### config.mk
export PLATFORM = sky130hd
export DESIGN_NAME = pattern_seq_ctrl
export DESIGN_NICKNAME = d
export VERILOG_FILES = /design/src/rtl/pattern_pkg.sv /design/src/rtl/pattern_seq_ctrl_if.sv /design/src/rtl/pattern_seq_table.sv /design/src/rtl/pattern_seq_ctrl.sv
export SDC_FILE = /design/constraint.sdc
export NUM_CORES = 1
export LEC_CHECK = 0
export ABC_AREA = 1
export CAP_MARGIN = 20
export CORE_ASPECT_RATIO = 0.75
export CORE_MARGIN = 1.5
export CORE_UTILIZATION = 45
export CTS_BUF_LIST = sky130_fd_sc_hd__clkbuf_8
export CTS_CLUSTER_DIAMETER = 200
export CTS_CLUSTER_SIZE = 25
export DETAILED_ROUTE_END_ITERATION = 8
export DONT_BUFFER_PORTS = 1
export GPL_TIMING_DRIVEN = 1
export PLACE_DENSITY_LB_ADDON = 0.3
export SYNTH_ARGS = -nofsm -noshare
export SYNTH_HDL_FRONTEND = slang
export SYNTH_SLANG_ARGS = --single-unit
### constraint.sdc
create_clock -name clk -period 9.05 [get_ports clk]
set_input_delay 2.715 -clock clk [delete_from_list [all_inputs] [get_ports clk]]
set_output_delay 2.715 -clock clk [all_outputs]
set_load 0.05 [all_outputs]
### src/rtl/pattern_pkg.sv
// Shared types for the pattern sequencer.
// Entry record widths, FSM states, timeout default.
package pattern_pkg;

  localparam int DUTY_W = 8;
  localparam int GAP_W  = 16;
  localparam int PNUM_W = 8;
  localparam int LOOP_W = 8;
  localparam int ARM_TIMEOUT_DEF = 15;

  typedef enum logic [2:0] {
    S_IDLE,
    S_ARM,
    S_RUN,
    S_DRAIN,
    S_NEXT
  } state_e;

  typedef struct packed {
    logic [DUTY_W-1:0] duty;
    logic [GAP_W-1:0]  gap;
    logic [PNUM_W-1:0] pnum;
    logic              last;
  } entry_t;

  function automatic logic [LOOP_W-1:0] sat_inc(
    input logic [LOOP_W-1:0] v
  );
    return (v == '1) ? v : v + LOOP_W'(1);
  endfunction

endpackage

### src/rtl/pattern_seq_ctrl_if.sv
// Burst table access bundle.
// master = sequencer side, slave = table side.
interface pattern_seq_ctrl_if #(
  parameter int AW = 2,
  parameter int PW = 8
);
  import pattern_pkg::*;

  logic          we;
  logic [AW-1:0] waddr;
  entry_t        wentry;
  logic [PW-1:0] wpat;
  logic [AW-1:0] raddr;
  entry_t        rentry;
  logic [PW-1:0] rpat;

  modport master (
    output we, waddr, wentry, wpat, raddr,
    input  rentry, rpat
  );

  modport slave (
    input  we, waddr, wentry, wpat, raddr,
    output rentry, rpat
  );

endinterface

### src/rtl/pattern_seq_table.sv
// Burst table: register array, one write port,
// one asynchronous read port.
module pattern_seq_table
  import pattern_pkg::*;
#(
  parameter int N_ENTRY   = 4,
  parameter int PAT_WIDTH = 8
) (
  input logic i_clk,
  input logic i_rst,
  pattern_seq_ctrl_if.slave tbl
);

  entry_t               r_ent [N_ENTRY];
  logic [PAT_WIDTH-1:0] r_pat [N_ENTRY];

  // write port; reset leaves a one-entry list
  always_ff @(posedge i_clk) begin
    if (i_rst) begin
      for (int i = 0; i < N_ENTRY; i++) begin
        r_ent[i] <= '0;
        r_pat[i] <= '0;
      end
      r_ent[0].last <= 1'b1;
    end else if (tbl.we) begin
      r_ent[tbl.waddr] <= tbl.wentry;
      r_pat[tbl.waddr] <= tbl.wpat;
    end
  end

  assign tbl.rentry = r_ent[tbl.raddr];
  assign tbl.rpat   = r_pat[tbl.raddr];

endmodule

### src/rtl/pattern_seq_ctrl.sv
// Pattern sequencer: walks the burst table and
// drives a pulse generator through each entry.
module pattern_seq_ctrl
  import pattern_pkg::*;
#(
  parameter int N_ENTRY     = 4,
  parameter int PAT_WIDTH   = 8,
  parameter int ARM_TIMEOUT = ARM_TIMEOUT_DEF
) (
  input  logic                       clk,
  input  logic                       rst,
  input  logic                       cfg_we,
  input  logic [$clog2(N_ENTRY)-1:0] cfg_addr,
  input  logic [7:0]                 cfg_duty,
  input  logic [15:0]                cfg_dessert,
  input  logic [7:0]                 cfg_pnum,
  input  logic [PAT_WIDTH-1:0]       cfg_pat,
  input  logic                       cfg_last,
  input  logic                       start,
  input  logic                       abort,
  input  logic [7:0]                 loop_num,
  output logic                       gen_en,
  output logic [7:0]                 gen_duty,
  output logic [15:0]                gen_dessert,
  output logic [7:0]                 gen_pnum,
  output logic [PAT_WIDTH-1:0]       gen_pat,
  input  logic                       gen_busy,
  output logic                       seq_busy,
  output logic                       seq_done,
  output logic                       seq_aborted,
  output logic                       seq_err,
  output logic [$clog2(N_ENTRY)-1:0] cur_entry,
  output logic [7:0]                 loop_cnt
);

  localparam int AW = $clog2(N_ENTRY);
  localparam int TW = $clog2(ARM_TIMEOUT + 1);
  localparam logic [AW-1:0] LAST_IDX = AW'(N_ENTRY - 1);
  localparam logic [TW-1:0] TMO_END = TW'(ARM_TIMEOUT - 1);

  pattern_seq_ctrl_if #(.AW(AW), .PW(PAT_WIDTH)) u_tbl_if ();

  state_e               r_state, w_state;
  logic                 r_gen_en, w_gen_en;
  logic [DUTY_W-1:0]    r_duty;
  logic [GAP_W-1:0]     r_gap;
  logic [PNUM_W-1:0]    r_pnum;
  logic [PAT_WIDTH-1:0] r_pat;
  logic                 r_last;
  logic                 r_busy, w_busy;
  logic                 r_done, w_done;
  logic                 r_aborted, w_aborted;
  logic                 r_err, w_err;
  logic [AW-1:0]        r_entry, w_entry;
  logic [LOOP_W-1:0]    r_loop, w_loop;
  logic                 r_abort, w_abort;
  logic [TW-1:0]        r_tmo, w_tmo;
  logic                 w_load;
  logic [AW-1:0]        w_rd_addr;
  logic                 w_abt_any;
  logic [LOOP_W-1:0]    w_inc;

  // table is writable only while no sequence runs
  assign u_tbl_if.we     = cfg_we && (r_state == S_IDLE);
  assign u_tbl_if.waddr  = cfg_addr;
  assign u_tbl_if.wentry = '{duty: cfg_duty,
                             gap:  cfg_dessert,
                             pnum: cfg_pnum,
                             last: cfg_last};
  assign u_tbl_if.wpat   = cfg_pat;
  assign u_tbl_if.raddr  = w_rd_addr;

  pattern_seq_table #(
    .N_ENTRY  (N_ENTRY),
    .PAT_WIDTH(PAT_WIDTH)
  ) u_table (
    .i_clk(clk),
    .i_rst(rst),
    .tbl  (u_tbl_if)
  );

  // next state, pulses and table read address
  always_comb begin
    w_state   = r_state;
    w_busy    = r_busy;
    w_entry   = r_entry;
    w_loop    = r_loop;
    w_abort   = r_abort;
    w_tmo     = r_tmo;
    w_done    = 1'b0;
    w_aborted = 1'b0;
    w_err     = 1'b0;
    w_load    = 1'b0;
    w_rd_addr = '0;
    w_abt_any = r_abort | abort;
    w_inc     = sat_inc(r_loop);
    unique case (r_state)
      S_IDLE: begin
        if (start && !abort) begin
          w_state = S_ARM;
          w_busy  = 1'b1;
          w_entry = '0;
          w_loop  = '0;
          w_abort = 1'b0;
          w_load  = 1'b1;
        end
      end
      S_ARM: begin
        w_abort = w_abt_any;
        if (w_abt_any) begin
          w_state = S_DRAIN;
        end else if (gen_busy) begin
          w_state = S_RUN;
        end else if (r_tmo == TMO_END) begin
          w_state = S_IDLE;
          w_busy  = 1'b0;
          w_err   = 1'b1;
        end else begin
          w_tmo = r_tmo + TW'(1);
        end
      end
      S_RUN: begin
        w_abort = w_abt_any;
        if (r_pnum != '0 || w_abt_any) begin
          w_state = S_DRAIN;
        end
      end
      S_DRAIN: begin
        w_abort = w_abt_any;
        if (!gen_busy) begin
          if (w_abt_any) begin
            w_state   = S_IDLE;
            w_busy    = 1'b0;
            w_done    = 1'b1;
            w_aborted = 1'b1;
            w_abort   = 1'b0;
          end else begin
            w_state = S_NEXT;
          end
        end
      end
      S_NEXT: begin
        if (!r_last && r_entry != LAST_IDX) begin
          w_entry   = r_entry + AW'(1);
          w_rd_addr = r_entry + AW'(1);
          w_state   = S_ARM;
          w_load    = 1'b1;
        end else begin
          w_loop = w_inc;
          if (loop_num != '0 && w_inc == loop_num) begin
            w_state = S_IDLE;
            w_busy  = 1'b0;
            w_done  = 1'b1;
          end else begin
            w_entry = '0;
            w_state = S_ARM;
            w_load  = 1'b1;
          end
        end
      end
      default: begin
        w_state = S_IDLE;
        w_busy  = 1'b0;
      end
    endcase
    if (r_state != S_ARM || w_state != S_ARM) begin
      w_tmo = '0;
    end
    w_gen_en = (w_state == S_ARM) ||
               (w_state == S_RUN && r_pnum == '0);
  end

  // state and output registers
  always_ff @(posedge clk) begin
    if (rst) begin
      r_state   <= S_IDLE;
      r_gen_en  <= 1'b0;
      r_duty    <= '0;
      r_gap     <= '0;
      r_pnum    <= '0;
      r_pat     <= '0;
      r_last    <= 1'b0;
      r_busy    <= 1'b0;
      r_done    <= 1'b0;
      r_aborted <= 1'b0;
      r_err     <= 1'b0;
      r_entry   <= '0;
      r_loop    <= '0;
      r_abort   <= 1'b0;
      r_tmo     <= '0;
    end else begin
      r_state   <= w_state;
      r_gen_en  <= w_gen_en;
      r_busy    <= w_busy;
      r_done    <= w_done;
      r_aborted <= w_aborted;
      r_err     <= w_err;
      r_entry   <= w_entry;
      r_loop    <= w_loop;
      r_abort   <= w_abort;
      r_tmo     <= w_tmo;
      if (w_load) begin
        r_duty <= u_tbl_if.rentry.duty;
        r_gap  <= u_tbl_if.rentry.gap;
        r_pnum <= u_tbl_if.rentry.pnum;
        r_last <= u_tbl_if.rentry.last;
        r_pat  <= u_tbl_if.rpat;
      end
    end
  end

  assign gen_en      = r_gen_en;
  assign gen_duty    = r_duty;
  assign gen_dessert = r_gap;
  assign gen_pnum    = r_pnum;
  assign gen_pat     = r_pat;
  assign seq_busy    = r_busy;
  assign seq_done    = r_done;
  assign seq_aborted = r_aborted;
  assign seq_err     = r_err;
  assign cur_entry   = r_entry;
  assign loop_cnt    = r_loop;

endmodule

After elaboration in Yosys (flattened, before gate mapping)
Memories as Yosys holds them, arrays and structs flattened. A register that Yosys moved wholly into a read port is not among the register bits. Cells that the tools add are included.

Flip-flop bits (word level): 23. RAM bits: 164. Input bits: 57. Output and inout port bits: 55. Word-level logic and storage cells: 125. Memories kept: 2.

Memory list: u_table.r_ent (depth 4, bits a word 33, read ports 1, clocked after memory_dff 1, write ports 4, RTL line pattern_seq_table.sv:14) `entry_t r_ent [N_ENTRY];`; u_table.r_pat (depth 4, bits a word 8, read ports 1, clocked after memory_dff 1, write ports 4, RTL line pattern_seq_table.sv:15) `logic [PAT_WIDTH-1:0] r_pat [N_ENTRY];`.

Add/subtract/negate cells: 3. Equality and inequality tests: 21. Muxes and demuxes: 54. Bitwise gates (word level): 8. Reductions and logical operators: 27.

Operators with widths (count): 33-bit two-way mux (1); 33-bit OR reduction (1); 8-bit two-way mux (4); 1-bit two-way mux (27); 3-bit two-way mux (7); 2-bit two-way mux (8); 2-bit inequality test, second input constant (8); 8-bit case mux with 2 select lines (1); 8-bit nonzero test (2); 3-bit case mux with 5 select lines (1); 3-bit by 2-bit == test with 1-bit output, second input constant (3); 9-bit AND reduction (1); 8-bit by 1-bit adder with 8-bit output, second input constant (1); 8-bit == test (1); 8-bit == test, second input constant (1); 8-bit logical NOT (1); 8-bit OR reduction (1); 3-bit by 1-bit == test with 1-bit output, second input constant (2); 3-bit by 1-bit inequality test with 1-bit output, second input constant (2); 1-bit inverter (6); 3-bit AND reduction (2); 2-bit OR reduction (3); 1-bit logical AND (5); 1-bit case mux with 5 select lines (1); other kinds (18) (23).

Longest topological paths before layout
Word-level depth: 10. Depth in mapped cells: 17. Depth with buffers taken out: 16.

Hierarchy
Synthesis repeated with hierarchy kept, for this count alone.

Cell total of the unflattened synthesis: 1084. Area total of the unflattened synthesis: 10069.7 um^2.

Modules (own cells, without submodules): pattern_seq_table (times used 1, cells an instance 673, area each 7175.6 um^2, sequential area each 4914.7 um^2); pattern_seq_ctrl (times used 1, cells an instance 411, area each 2894.0 um^2, sequential area each 1281.2 um^2).

Worst setup path after synthesis
Ideal clock, no wire load.

Path type: input to register. Start: in cfg_addr[0]. End: mem u_table.r_ent[3][0] (netlist bit) (enable). Library setup time: 0.501 ns. Arrival: 5.860 ns. Required time: 8.549 ns. Path slack: 2.689 ns. Stages on the path: 2. Buffers on the path: 0. Cells stage by stage: inv_1 o31ai_1.

RTL lines: from (decl) (RTL line pattern_seq_ctrl.sv:13) `input logic [$clog2(N_ENTRY)-1:0] cfg_addr,`; to (decl) (RTL line pattern_seq_table.sv:14).

==> impl_metrics.ini <==
[sta]
maxSlewHeadroom = 0.294
tns_ns = 0
rsz0062_at_grt = false
post-route-min-period_ns = 4.75
setup_viol = 0
tightest_slew_ns = 1.05
slew_viol_final = 0
fmax_mhz = 210
setup_ws_ns = 4.30
holdWs_ns = 0.487
hold_viol_final = 0
finalClockSkew_ns = 0.0428
min_period_over_period = 0.525

[logic_synthesis]
synth_area_um2 = 9840
synth_top_area_frac = 0.497
synth_edf_count = 163
synth_top_cell_by_area = edfxtp_1
synthTopCellsByCount = nor2_1, edfxtp_1, o21ai_0, inv_1, nand2_1
ys_seq_area_frac = 0.630
avgSynthCellArea_um2 = 9.35
ys_ff_latch = 228
synth_area_leaders = edfxtp_1, nor2_1, dfxtp_1
synth-async-reset-ratio = 0
post-synth-top-count-cell = nor2_1
synth_fp_nets = 1114
ys_warn_count = 0
ys_types = 36
synth_cells = 1053
synth_ff_type = edfxtp_1

[global_route]
grt-ovfl-total = 0
grt_pass1_vias = 6423
grt_pass1_wl_um = 35600
grt_max_degree = 52
grt_usage = 0.199
antenna_found_initial = 0

[final_layout]
fin_nets = 1084
regArea_um2 = 6200
n_fill_cell = 2005
drive_above_1_share = 0.0437
multi_input_area_um2 = 3080
n_antenna_cell = 0
area_growth_pct = 4.65
final_cell_area_um2 = 10300

[cts]
clkLatencyLatePin_ns = 0.50
cts_root_buf = clkbuf_8
ctsHtreeMaxLevel = 1
cts.sinks = 228
clk_pin_slew_ns = 0.14
cts_tree = built
numCtsBuffers = 13
postCtsSetupRepairBufs = 0
postCtsHoldBufs = 0
clock_path_buffers = 3
cts_resized = 0

[placed_design]
gp_congestion = 0.815
pre_cts_ws_ns = 3.73
place_hpwl_um = 14300
io_buffer_count = 0
place_area_um2 = 10000

[floorplanning]
rows = 46
initial_core_util = 0.462
dieArea_um2 = 22800
io_pins = 112
die_h_um = 131
core_area_um2 = 21300
dieWidth_um = 174

[critical_path]
r2r_start = cur_entry[0]$_SDFFE_PP0P_
start_kind = primary input
reg2reg_to = gen_duty[0]$_SDFFE_PP0P_
r2r_cells = 13
rrSetupSlack_ns = 5.55
path_class = in2reg
worstPathArrival_ns = 4.90
max_stage_delay_ns = 1.02
required_ns = 9.20
crit_fanout = 42
cp_cell_sequence = nand2_1 > nor2_1 > clkinv_1 > nor2_1 > nand2_2 > nand2_2
cp_slowest_cell = nand2_2
worstSetupEndpointType = flop

[route]
top_layer_used = met4
met1_length_um = 11100
final_antenna_net_count = 0
wl_met3_um = 1380
routed_wl_um = 22900
drt-initial-drc-count = 719
drc = 0
wl_per_cell_um = 17.4
num_vias = 7091
wl_met2_um = 9990
viasPerCell = 5.38
drt-pass1-iter-count = 5

[power_and_ir_drop]
p_leak_uw = 0.00411
power.density_nw_per_um2 = 194
ir_worst_vdd_uv = 103

[min_path]
min_from = r_abort$_SDFFE_PP0P_
hold_depth = 2
min_to = r_abort$_SDFFE_PP0P_
hp-class = reg2reg

[run]
maxCapViolCount = 0

[status]
outcome = finished, final reports clean
==> final cells by class <==
| class | instances | share of cell area |
|---|---|---|
| Clock buffer | 13 | 0.0174 |
| Clock inverter | 8 | 0.00547 |
| Inverter | 85 | 0.0315 |
| Multi-Input combinational cell | 684 | 0.299 |
| Sequential cell | 228 | 0.602 |
| Tap cell | 288 | 0.0350 |
| Timing Repair Buffer | 11 | 0.00996 |
==> flip-flops by register name, summed over array words and instances, names as in the netlist <==
| name | flops |
|---|---|
| seq_done | 1 |
| u_table.r_pat | 32 |
| r_state | 3 |
| gen_pat | 8 |
| r_last | 1 |
| gen_dessert | 16 |
| r_tmo | 4 |
| gen_en | 1 |
| loop_cnt | 8 |
| u_table.r_ent | 132 |
| r_abort | 1 |
| gen_pnum | 8 |
| seq_err | 1 |
| seq_busy | 1 |
| gen_duty | 8 |
| seq_aborted | 1 |
| cur_entry | 2 |
==> critical path, delay by kind of cell <==
kind                   cells  cell delay (ns)
buffers and inverters      1             0.10
AND/OR/NAND/NOR            5             2.06
==> how the worst max path moves through the flow <==
stage | from | end | slack [ns] | cells past startpoint
after floorplan | cfg_addr[0] | u_table.r_ent[3][0]$_DFFE_PP_ | 2.69 | 2
after global placement | cfg_we | u_table.r_ent[2][11]$_SDFFCE_PN0P_ | 3.78 | 6
after detailed placement | cfg_we | u_table.r_ent[2][18]$_SDFFCE_PN0P_ | 3.73 | 6
after CTS | cfg_we | u_table.r_pat[0][4]$_SDFFCE_PN0P_ | 4.24 | 6
after global routing | cfg_we | u_table.r_pat[0][4]$_SDFFCE_PN0P_ | 4.04 | 6
final | cfg_we | u_table.r_ent[2][21]$_SDFFCE_PN0P_ | 4.30 | 6
==> per-stage QoR <==
stage	utilization	std cells	power, µW
5_1_grt	0.484	1317	2090
3_3_place_gp	0.471	1294	1560
3_5_place_dp	0.472	1295	1570
4_1_cts	0.483	1316	2020
6_report	0.484	1317	2000
2_1_floorplan	-	1053	1510
==> metal layers <==
metal  global-route usage  up-vias
met5                    0        -
met4               0.0451        0
met3               0.0306       25
met2                0.312      252
met1                0.294     3381
li1                     -     3433
==> cells by family (layout without fill, tap and decap cells) <==
kind of cell,after synthesis,in the layout,synth area share
compound gates,187,187,0.102
xor+xnor,5,5,0.00445
fa+ha+maj,4,4,0.00509
buf+inv,141,117,0.0601
flops,228,228,0.630
simple gates,488,488,0.199
==> cells in the final DEF (no fill, tap or decap), types with 2 or more instances in the layout <==
cell type / synthesis / routed
o22ai_1: 40 / 40
nand4_1: 3 / 3
inv_1: 80 / 86
xor2_1: 3 / 3
buf_4: 0 / 9
a21oi_1: 14 / 14
nor3_1: 14 / 14
nand3_1: 29 / 29
nand2_4: 3 / 3
nand3b_1: 2 / 2
o21ai_0: 126 / 126
dfxtp_1: 65 / 64
xnor2_1: 2 / 2
inv_2: 2 / 2
edfxtp_1: 163 / 163
nor4_1: 3 / 3
clkbuf_8: 0 / 13
ha_1: 4 / 4
a31oi_1: 2 / 2
nand2_2: 3 / 8
nor2_1: 349 / 349
clkinv_1: 2 / 3
nand2_1: 78 / 73
==> power breakdown <==
group / switching, µW / internal (µW)
clock: 316 / 143
sequential: 129 / 1210
combinational: 153 / 54.8
total: 597 / 1410
Power figures use the tool's default switching activity.
